[src/rtl/btn_pkg.sv]
// Shared types and 65 MHz timing defaults for the button conditioner.
// Also provides the helper that sizes the shared cycle counters.
package btn_pkg;

    typedef enum logic [1:0] {RPT_IDLE, RPT_DELAY, RPT_REPEAT} rpt_state_t;

    localparam int unsigned DB_COUNT_65M      = 1_000_000;
    localparam int unsigned REPEAT_DELAY_65M  = 32_500_000;
    localparam int unsigned REPEAT_PERIOD_65M = 6_500_000;

    // Width holding 0..max(a,b,c); the counters only ever reach value-1.
    function automatic int unsigned cnt_width(input int unsigned a, input int unsigned b,
                                              input int unsigned c);
        int unsigned m;
        m = a;
        if (b > m) m = b;
        if (c > m) m = c;
        return $clog2(m + 1);
    endfunction

endpackage

[src/rtl/button_channel.sv]
// One button channel: 2-FF synchroniser, debounce, press/release pulses,
// and the hold-to-repeat state machine. All outputs are registered.
module button_channel
    import btn_pkg::*;
#(
    parameter int unsigned DB_COUNT      = DB_COUNT_65M,
    parameter int unsigned REPEAT_DELAY  = REPEAT_DELAY_65M,
    parameter int unsigned REPEAT_PERIOD = REPEAT_PERIOD_65M
) (
    input  logic clk_in,
    input  logic rst_in_n,
    input  logic noisy_in,
    input  logic repeat_en,
    output logic clean_out,
    output logic press_pulse,
    output logic release_pulse,
    output logic repeat_pulse
);

    localparam int unsigned CNT_W = cnt_width(DB_COUNT, REPEAT_DELAY, REPEAT_PERIOD);
    localparam logic [CNT_W-1:0] DB_LAST = CNT_W'(DB_COUNT - 1);
    localparam logic [CNT_W-1:0] RD_LAST = CNT_W'(REPEAT_DELAY - 1);
    localparam logic [CNT_W-1:0] RP_LAST = CNT_W'(REPEAT_PERIOD - 1);

    logic             s1_q, s1_d, s2_q, s2_d;
    logic             cand_q, cand_d;
    logic             clean_q, clean_d;
    logic [CNT_W-1:0] db_cnt_q, db_cnt_d;
    logic             press_q, press_d, release_q, release_d, repeat_q, repeat_d;
    logic [CNT_W-1:0] rpt_cnt_q, rpt_cnt_d;
    rpt_state_t       state_q, state_d;
    logic             rise, fall;

    always_ff @(posedge clk_in or negedge rst_in_n) begin
        if (!rst_in_n) begin
            s1_q      <= 1'b0;
            s2_q      <= 1'b0;
            cand_q    <= 1'b0;
            clean_q   <= 1'b0;
            db_cnt_q  <= '0;
            press_q   <= 1'b0;
            release_q <= 1'b0;
            repeat_q  <= 1'b0;
            rpt_cnt_q <= '0;
            state_q   <= RPT_IDLE;
        end else begin
            s1_q      <= s1_d;
            s2_q      <= s2_d;
            cand_q    <= cand_d;
            clean_q   <= clean_d;
            db_cnt_q  <= db_cnt_d;
            press_q   <= press_d;
            release_q <= release_d;
            repeat_q  <= repeat_d;
            rpt_cnt_q <= rpt_cnt_d;
            state_q   <= state_d;
        end
    end

    always_comb begin
        s1_d      = noisy_in;
        s2_d      = s1_q;
        cand_d    = cand_q;
        clean_d   = clean_q;
        db_cnt_d  = db_cnt_q;
        repeat_d  = 1'b0;
        rpt_cnt_d = rpt_cnt_q;
        state_d   = state_q;

        if (s2_q != cand_q) begin
            cand_d   = s2_q;
            db_cnt_d = '0;
        end else if (db_cnt_q == DB_LAST) begin
            if (cand_q != clean_q) clean_d = cand_q;
        end else begin
            db_cnt_d = db_cnt_q + 1'b1;
        end

        // Edges are taken from the next-state level so the pulses line up
        // with the first cycle clean_out shows the new level.
        rise      = clean_d & ~clean_q;
        fall      = ~clean_d & clean_q;
        press_d   = rise;
        release_d = fall;

        if (fall) begin
            state_d   = RPT_IDLE;
            rpt_cnt_d = '0;
        end else begin
            unique case (state_q)
                RPT_IDLE: begin
                    if (rise) begin
                        state_d   = RPT_DELAY;
                        rpt_cnt_d = '0;
                    end
                end
                RPT_DELAY: begin
                    if (rpt_cnt_q == RD_LAST) begin
                        if (repeat_en) begin
                            repeat_d  = 1'b1;
                            rpt_cnt_d = '0;
                            state_d   = RPT_REPEAT;
                        end
                    end else begin
                        rpt_cnt_d = rpt_cnt_q + 1'b1;
                    end
                end
                RPT_REPEAT: begin
                    if (rpt_cnt_q == RP_LAST) begin
                        if (repeat_en) begin
                            repeat_d  = 1'b1;
                            rpt_cnt_d = '0;
                        end
                    end else begin
                        rpt_cnt_d = rpt_cnt_q + 1'b1;
                    end
                end
                default: state_d = RPT_IDLE;
            endcase
        end
    end

    assign clean_out     = clean_q;
    assign press_pulse   = press_q;
    assign release_pulse = release_q;
    assign repeat_pulse  = repeat_q;

endmodule

[src/rtl/button_conditioner.sv]
// N-channel button front end: one independent button_channel per input,
// plus the combined press-or-repeat event output.
module button_conditioner
    import btn_pkg::*;
#(
    parameter int unsigned N_CH          = 5,
    parameter int unsigned DB_COUNT      = DB_COUNT_65M,
    parameter int unsigned REPEAT_DELAY  = REPEAT_DELAY_65M,
    parameter int unsigned REPEAT_PERIOD = REPEAT_PERIOD_65M
) (
    input  logic            clk_in,
    input  logic            rst_in_n,
    input  logic [N_CH-1:0] noisy_in,
    input  logic [N_CH-1:0] repeat_en,
    output logic [N_CH-1:0] clean_out,
    output logic [N_CH-1:0] press_pulse,
    output logic [N_CH-1:0] release_pulse,
    output logic [N_CH-1:0] repeat_pulse,
    output logic [N_CH-1:0] event_pulse
);

    for (genvar i = 0; i < N_CH; i++) begin : g_ch
        button_channel #(
            .DB_COUNT     (DB_COUNT),
            .REPEAT_DELAY (REPEAT_DELAY),
            .REPEAT_PERIOD(REPEAT_PERIOD)
        ) u_ch (
            .clk_in       (clk_in),
            .rst_in_n     (rst_in_n),
            .noisy_in     (noisy_in[i]),
            .repeat_en    (repeat_en[i]),
            .clean_out    (clean_out[i]),
            .press_pulse  (press_pulse[i]),
            .release_pulse(release_pulse[i]),
            .repeat_pulse (repeat_pulse[i])
        );
    end

    // Both terms are registered and never high together.
    assign event_pulse = press_pulse | repeat_pulse;

endmodule

[config.mk]
export PLATFORM = sky130hd
export DESIGN_NAME = button_conditioner
export DESIGN_NICKNAME = d
export VERILOG_FILES = /design/src/rtl/btn_pkg.sv /design/src/rtl/button_channel.sv /design/src/rtl/button_conditioner.sv
export SDC_FILE = /design/constraint.sdc
export NUM_CORES = 1
export LEC_CHECK = 0
export CAP_MARGIN = 20
export CELL_PAD_IN_SITES_DETAIL_PLACEMENT = 0
export CELL_PAD_IN_SITES_GLOBAL_PLACEMENT = 1
export CORE_MARGIN = 5
export CORE_UTILIZATION = 45
export DETAILED_ROUTE_END_ITERATION = 8
export PLACE_DENSITY_LB_ADDON = 0.25
export SYNTH_ARGS = -nofsm -noshare
export SYNTH_HDL_FRONTEND = slang
export SYNTH_SLANG_ARGS = --single-unit
[constraint.sdc]
create_clock -name clk_in -period 2.7 [get_ports clk_in]
set_clock_uncertainty 0.15 [all_clocks]
set_input_delay 0.54 -clock clk_in [delete_from_list [all_inputs] [get_ports clk_in]]
set_output_delay 0.54 -clock clk_in [all_outputs]
set_load 0.01 [all_outputs]
### After elaboration in Yosys (flattened, before gate mapping)

Cells that the tools add are included.

| word-level totals | value |
|---|---|
| bits in registers | 295 |
| word-level logic and storage cells | 266 |
| input port bits | 12 |

| operators by class | value |
|---|---|
| bitwise gates (word level) | 21 |
| reduce and logical (&&, ||, !) cells | 20 |
| eq/ne operators | 60 |
| multiplexer cells | 105 |
| add/subtract/negate cells | 10 |

Operator list:

| kind | number |
|---|---|
| 2-to-1 mux 25 bit | 35 |
| case mux 25 bit (3 select lines) | 5 |
| adder 25 x 1 -> 25 bit, second input constant | 10 |
| == test 25 x 20 -> 1 bit, second input constant | 5 |
| == test 25 x 23 -> 1 bit, second input constant | 5 |
| == test 25 bit, second input constant | 5 |
| 2-to-1 mux 2 bit | 20 |
| 2-to-1 mux 1 bit | 35 |
| != test 3 x 1 -> 1 bit, second input constant | 10 |
| case mux 2 bit (3 select lines) | 5 |
| != test 2 x 1 -> 1 bit, second input constant | 10 |
| AND reduction 4 bit | 5 |
| nonzero test 4 bit | 5 |
| != test 3 x 2 -> 1 bit, second input constant | 5 |
| AND 1 bit | 10 |
| == test 2 x 1 -> 1 bit, second input constant | 5 |
| == test 2 bit, second input constant | 5 |
| zero test 2 bit | 5 |
| != test 1 bit | 10 |
| inverter 1 bit | 10 |
| case mux 1 bit (2 select lines) | 5 |
| AND reduction 2 bit | 5 |
| OR 5 bit | 1 |

### Depth between registers and ports, before layout

| logic depth | value |
|---|---|
| depth after elaboration | 8 |
| depth in mapped cells | 9 |
| mapped depth without buffers | 8 |

### Cells and area by module

Synthesis repeated with hierarchy kept, for this count alone.

| unflattened totals | value |
|---|---|
| cells, all modules | 1,869 |
| area, all modules | 16,804.9 µm² |

By module, submodules not included:

| module | area each (µm²) | times used | cells each |
|---|---|---|---|
| button_channel (g_ch[0].u_ch ...) | 3,348.2 | 3 | 373 |
| button_channel (g_ch[4].u_ch) | 3,419.5 | 1 | 373 |
| button_channel (g_ch[1].u_ch) | 3,309.4 | 1 | 372 |
| button_conditioner | 31.3 | 1 | 5 |

### Worst setup path after synthesis

OpenSTA, ideal clock, no wires.

| timing path | value |
|---|---|
| path kind | reg-to-reg |
| start point | register g_ch[3].u_ch.rpt_cnt_q[0] |
| end point | register g_ch[3].u_ch.rpt_cnt_q[22] |
| data required time | 2,485 ps |
| library setup time | 65 ps |
| stages on the path, launching flop included | 8 |
| setup slack | 226 ps |
| path buffers | 1 |
| arrival time | 2,259 ps |
| clock period less this slack | 2,474 ps |
| path through | dfrtp_1 > ha_1 > nand4_1 > or4_1 > buf_2 > or4_1 > a2111oi_0 > a211o_1 |

| between the ends | value |
|---|---|
| longest elaborated chain between the ends | 4 |
| elaborated cells on any way between the ends | 7 |
| classes of those cells | add/sub (1); eq/ne (2); mux (4) |

RTL lines:

| element | RTL line | source |
|---|---|---|
| start, declared | button_channel.sv:30 | `logic [CNT_W-1:0] rpt_cnt_q, rpt_cnt_d;` |
| start signal, assigned | button_channel.sv:55 | `rpt_cnt_q <= rpt_cnt_d;` |
| adder 25 x 1 -> 25 bit, or another cell as far along | button_channel.sv:105, button_channel.sv:115 |  |
| 2-to-1 mux 25 bit (on tied branches) | button_channel.sv:109, button_channel.sv:98 |  |
| case mux 25 bit (3 select lines) * | button_channel.sv:90 | `unique case (state_q)` |
| 2-to-1 mux 25 bit * | button_channel.sv:86 | `if (fall) begin` |

Every way passes the cells marked *; elsewhere a longest branch is shown, timed or not.
A chain may end at the register's enable or synchronous reset.

### Worst setup path in the final report

| timing path | value |
|---|---|
| start point | register g_ch[0].u_ch.db_cnt_q[11] |
| end point | register g_ch[0].u_ch.rpt_cnt_q[9] |

| between the ends | value |
|---|---|
| longest elaborated chain between the ends | 7 |
| elaborated cells on any way between the ends | 10 |
| classes of those cells | eq/ne (2); mux (3); bitwise (3); reduce/logical (2) |

RTL lines:

| element | RTL line | source |
|---|---|---|
| start, declared | button_channel.sv:28 | `logic [CNT_W-1:0] db_cnt_q, db_cnt_d;` |
| start signal, assigned | button_channel.sv:51 | `db_cnt_q <= db_cnt_d;` |
| == test 25 x 20 -> 1 bit * | button_channel.sv:73 | `end else if (db_cnt_q == DB_LAST) begin` |
| 2-to-1 mux 1 bit * | button_channel.sv:73 |  |
| 2-to-1 mux 1 bit * | button_channel.sv:70 | `if (s2_q != cand_q) begin` |
| inverter 1 bit | button_channel.sv:82 | `fall = ~clean_d & clean_q;` |
| AND 1 bit | button_channel.sv:82 |  |
| != test 3 x 1 -> 1 bit (no line) or nonzero test 4 bit (tied branches) | -- |  |
| AND reduction 2 bit (no line) | -- |  |
| end signal, assigned | button_channel.sv:55 |  |
| end, declared | button_channel.sv:30 |  |

Marked as above.

==> results by group <==
Status
  • Status: complete, no violations

GRT
  • GRT Total Usage: 0.1991
  • Largest net degree at the start of global routing: 74
  • First-pass GRT wire length: between 70 and 80 mm
  • Initial antenna violation count: 0
  • Vias in the first global route: 14340
  • Grt ovf: 0

Yosys
  • Synth Area in Compound Gates: 0.1639
  • Area share of the leading cell type in the synthesized netlist: 0.4279
  • Largest family of logic cells by synthesized area: simple AND/OR/NAND/NOR gates
  • Syn Area/Cell: 9.051 um2
  • Post-synth EDFFs: 0
  • Largest cells by area after synthesis: dfrtp_1, nor2_1, xor2_1
  • Unique masters post-synth: 95
  • Synth Area in Simple Gates: 0.2787
  • Syn nets: 1948
  • Post-Synth Adder-Cell Area: 0.02176
  • Mapped Area: 17250 um2
  • Post-synthesis mux area share: 0.003046
  • Synth Area in XOR/XNOR: 0.06042
  • Largest area contributor in the netlist: dfrtp_1
  • Asr flop ratio synth: 1.000
  • Synth Instances: roughly 1900
  • Yosys warns: 0
  • Synth Flop Type: dfrtp_1
  • Sequential share of the synthesized area: 0.4279
  • FF+latch count, synth: 295

Critical path
  • Critical path origin: g_ch[0].u_ch.db_cnt_q[11]
  • Crit path DAT: 2.89 ns
  • Critical path capture point: g_ch[0].u_ch.rpt_cnt_q[9]
  • Worst reg2reg path depth: 7
  • Worst r2r dst: g_ch[0].u_ch.rpt_cnt_q[9]
  • Worst setup EP type: flop
  • WP data required: 3.00 ns
  • Worst r2r src: g_ch[0].u_ch.db_cnt_q[11]
  • FF-to-FF setup slack: between 0.1 and 0.15 ns
  • Crit path max fanout: 34
  • Worst Setup Path Type: flop to flop
  • CP Launch Type: flop

Placed design
  • Post-DP HPWL: 29.04 mm
  • Port bufs: 36
  • GPL Wtd Cong: 0.8691
  • Pre-CTS setup slack: -0.009899 ns

Route
  • Routed wire length: 41.90 mm
  • Vias: 14720
  • First drt pass iteration count: 5
  • Routed Antenna Nets: 0
  • Initial DRC count: between 800 and 900
  • WL/cell: approximately 16 um
  • Vias per cell: 5.746
  • DRC: 0

Timing
  • Unrepaired setup endpoints after global routing: yes
  • Max transition margin: 0.6535
  • Final Cycle Share: 0.9579
  • Setup slack after layout: 0.1136 ns
  • Final setup violation count: 0
  • Final hold viol count: 0
  • Slew @ Worst Pin: 0.5150 ns
  • Slew Viols, Final: 0
  • Post-layout minimum cycle time: 2.586 ns
  • F_max: 0.3866 GHz

Pwr
  • Power Dens Cells: 495.0 nW/um2
  • Pwr Total: just over 10 mW
  • Max IR drop VDD: 0.0007642 V
  • Lkg Pwr: 8.642 nW

Cells and area
  • Synth-to-Final Area Change: 18.15%
  • Share of cells above drive strength 1: 0.1355
  • N_diodes: 0
  • Layout Utilization: 0.5398
  • # fillers: 3448
  • # nets final: 2067

Die
  • Die ar.: 42350 um2
  • I/O pins: 37
  • Core ar.: 37760 um2
  • Starting density of the core: 0.4569
  • Die H: 205.8 um
  • Die width: slightly above 200 um
  • Rows: between 70 and 80

Clock network
  • Skew-Pair Late Insertion Delay: 0.54 ns
  • CTS tree: done
  • CTS Buf Count: 36
  • CTS sink cnt: 295
  • Clk slew on worst S/H paths: 0.06 ns
  • Clock root buffer: clkbuf_16
  • H-tree depth: 2
  • Maximum root-to-sink buffer count: 3

Worst hold path
  • Hold crit path type: flop to flop

Run
  • Max cap viols: 0
-- through the flow --
step | std cells | hold WS, ns | instance area [um2] | TNS, ns
finish | 2562 | 0.1865 | 20380 | 0
global route | 2562 | 0.1916 | 20380 | -0.02141
CTS | 2559 | 0.1882 | 20210 | 0
detailed placement | 2494 | 0.1847 | 18900 | -0.01573
global placement | 2493 | 0.1827 | 18890 | -0.9394
floorplan | 1906 | 0.09441 | 17250 | 0
-- final cells by class --
| class | instances | area [um2] | share of cell area |
|---|---|---|---|
| Sequential cell | 295 | 7383 | 0.3623 |
| Multi-Input combinational cell | 1443 | 9265 | 0.4546 |
| Inverter | 75 | 281.5 | 0.01381 |
| Timing Repair Buffer | 174 | 1516 | 0.07441 |
| Clock inverter | 12 | 212.7 | 0.01044 |
| Clock buffer | 52 | 1082 | 0.05310 |
| Tap cell | 511 | 639.4 | 0.03137 |
-- cells by family after synthesis --
logic type	after synthesis
xor gates and xnor gates	119
DFF	295
and+or+nand+nor	887
AOI/OAI and AO/OA	402
adders and majority gates	30
buffers and inverters	168
muxes	5
-- where the power goes --
group,total (mW),switching [mW],internal (mW)
Clock,5.23,1.88,3.35
Combinational,0.331,0.222,0.109
Sequential,4.53,0.0565,4.47
-- worst max-delay path, stage by stage, from the launching register on --
cell and delay [ns]:
dfrtp_1 0.43, nor4_4 0.36, nand4bb_4 0.18, o41a_1 0.47
a211oi_4 0.27, buf_12 0.22, or2b_1 0.24, a31oi_1 0.17
-- what timing repair did --
item / in CTS / in global routing
endpoints found under the hold margin: 45 / 0
hold buffers: 1 / 0
pin swaps: 0 / 6
buffers inserted: 0 / 3
resized for setup: 1 / 29
endpoints found under the setup margin: 2 / 49
-- cell usage in the layout (no fill, tap or decap), types with 14 or more instances in the layout --
cell,n
a21o_1,15
a21oi_1,68
a22o_1,22
a31oi_1,54
and2_1,25
and3_1,46
and4_1,25
buf_4,128
clkbuf_16,37
clkdlybuf4s50_1,35
dfrtp_1,294
ha_1,29
inv_1,75
nand2_1,162
nand3_1,116
nand4_1,75
nor2_1,192
nor3_1,53
nor4_1,33
o21ai_0,72
o22ai_1,14
o31ai_1,18
or2_2,17
or3_1,27
xnor2_1,39
xor2_1,80
-- how the worst min path moves through the flow --
stage                            from                  end  slack, ns  cells after the start
global route        g_ch[4].u_ch.s1_q    g_ch[4].u_ch.s2_q       0.19                      0
finish              g_ch[4].u_ch.s1_q    g_ch[4].u_ch.s2_q       0.19                      0
floorplan                    rst_in_n  g_ch[0].u_ch.cand_q       0.09                      0
CTS                 g_ch[4].u_ch.s1_q    g_ch[4].u_ch.s2_q       0.19                      0
detailed placement  g_ch[2].u_ch.s1_q    g_ch[2].u_ch.s2_q       0.18                      0
global placement    g_ch[2].u_ch.s1_q    g_ch[2].u_ch.s2_q       0.18                      0
-- cell usage after synthesis (8+ instances only) --
cell	n
a21o_1	15
o21ai_0	72
buf_4	20
nor4b_1	10
nor3b_1	8
a21oi_1	69
nand2_1	164
nor2b_1	11
a221o_1	10
nand4_1	75
a211o_1	8
or2_2	17
a211oi_1	12
xor2_1	80
nor4_1	36
o31ai_1	19
inv_1	75
nand2b_1	10
and4_1	25
and3_1	46
nor4_2	8
clkbuf_1	47
buf_2	22
nor3_1	53
a22o_1	22
ha_1	30
nor2_1	193
or4_1	12
xnor2_1	39
o211ai_1	8
o22ai_1	14
or3_1	28
dfrtp_1	295
a31oi_1	54
nand3_1	117
and2_1	24
-- flip-flops by register name (all words and copies together), names as in the netlist --
signal,count
g_ch.u_ch.cand_q,5
g_ch.u_ch.clean_out,5
g_ch.u_ch.db_cnt_q,125
g_ch.u_ch.press_pulse,5
g_ch.u_ch.release_pulse,5
g_ch.u_ch.repeat_pulse,5
g_ch.u_ch.rpt_cnt_q,125
g_ch.u_ch.s1_q,5
g_ch.u_ch.s2_q,5
g_ch.u_ch.state_q,10
-- metal layers --
| layer | vias to the layer above | global-route usage | part of all wire |
|---|---|---|---|
| li1 | 7262 | - | - |
| met1 | 7137 | 0.2790 | 0.47 |
| met2 | 268 | 0.3229 | 0.46 |
| met3 | 55 | 0.03719 | 0.044 |
| met4 | 0 | 0.04587 | 0.017 |
| met5 | - | 0 | 0 |
No activity file was read; power rests on OpenSTA's default activity.
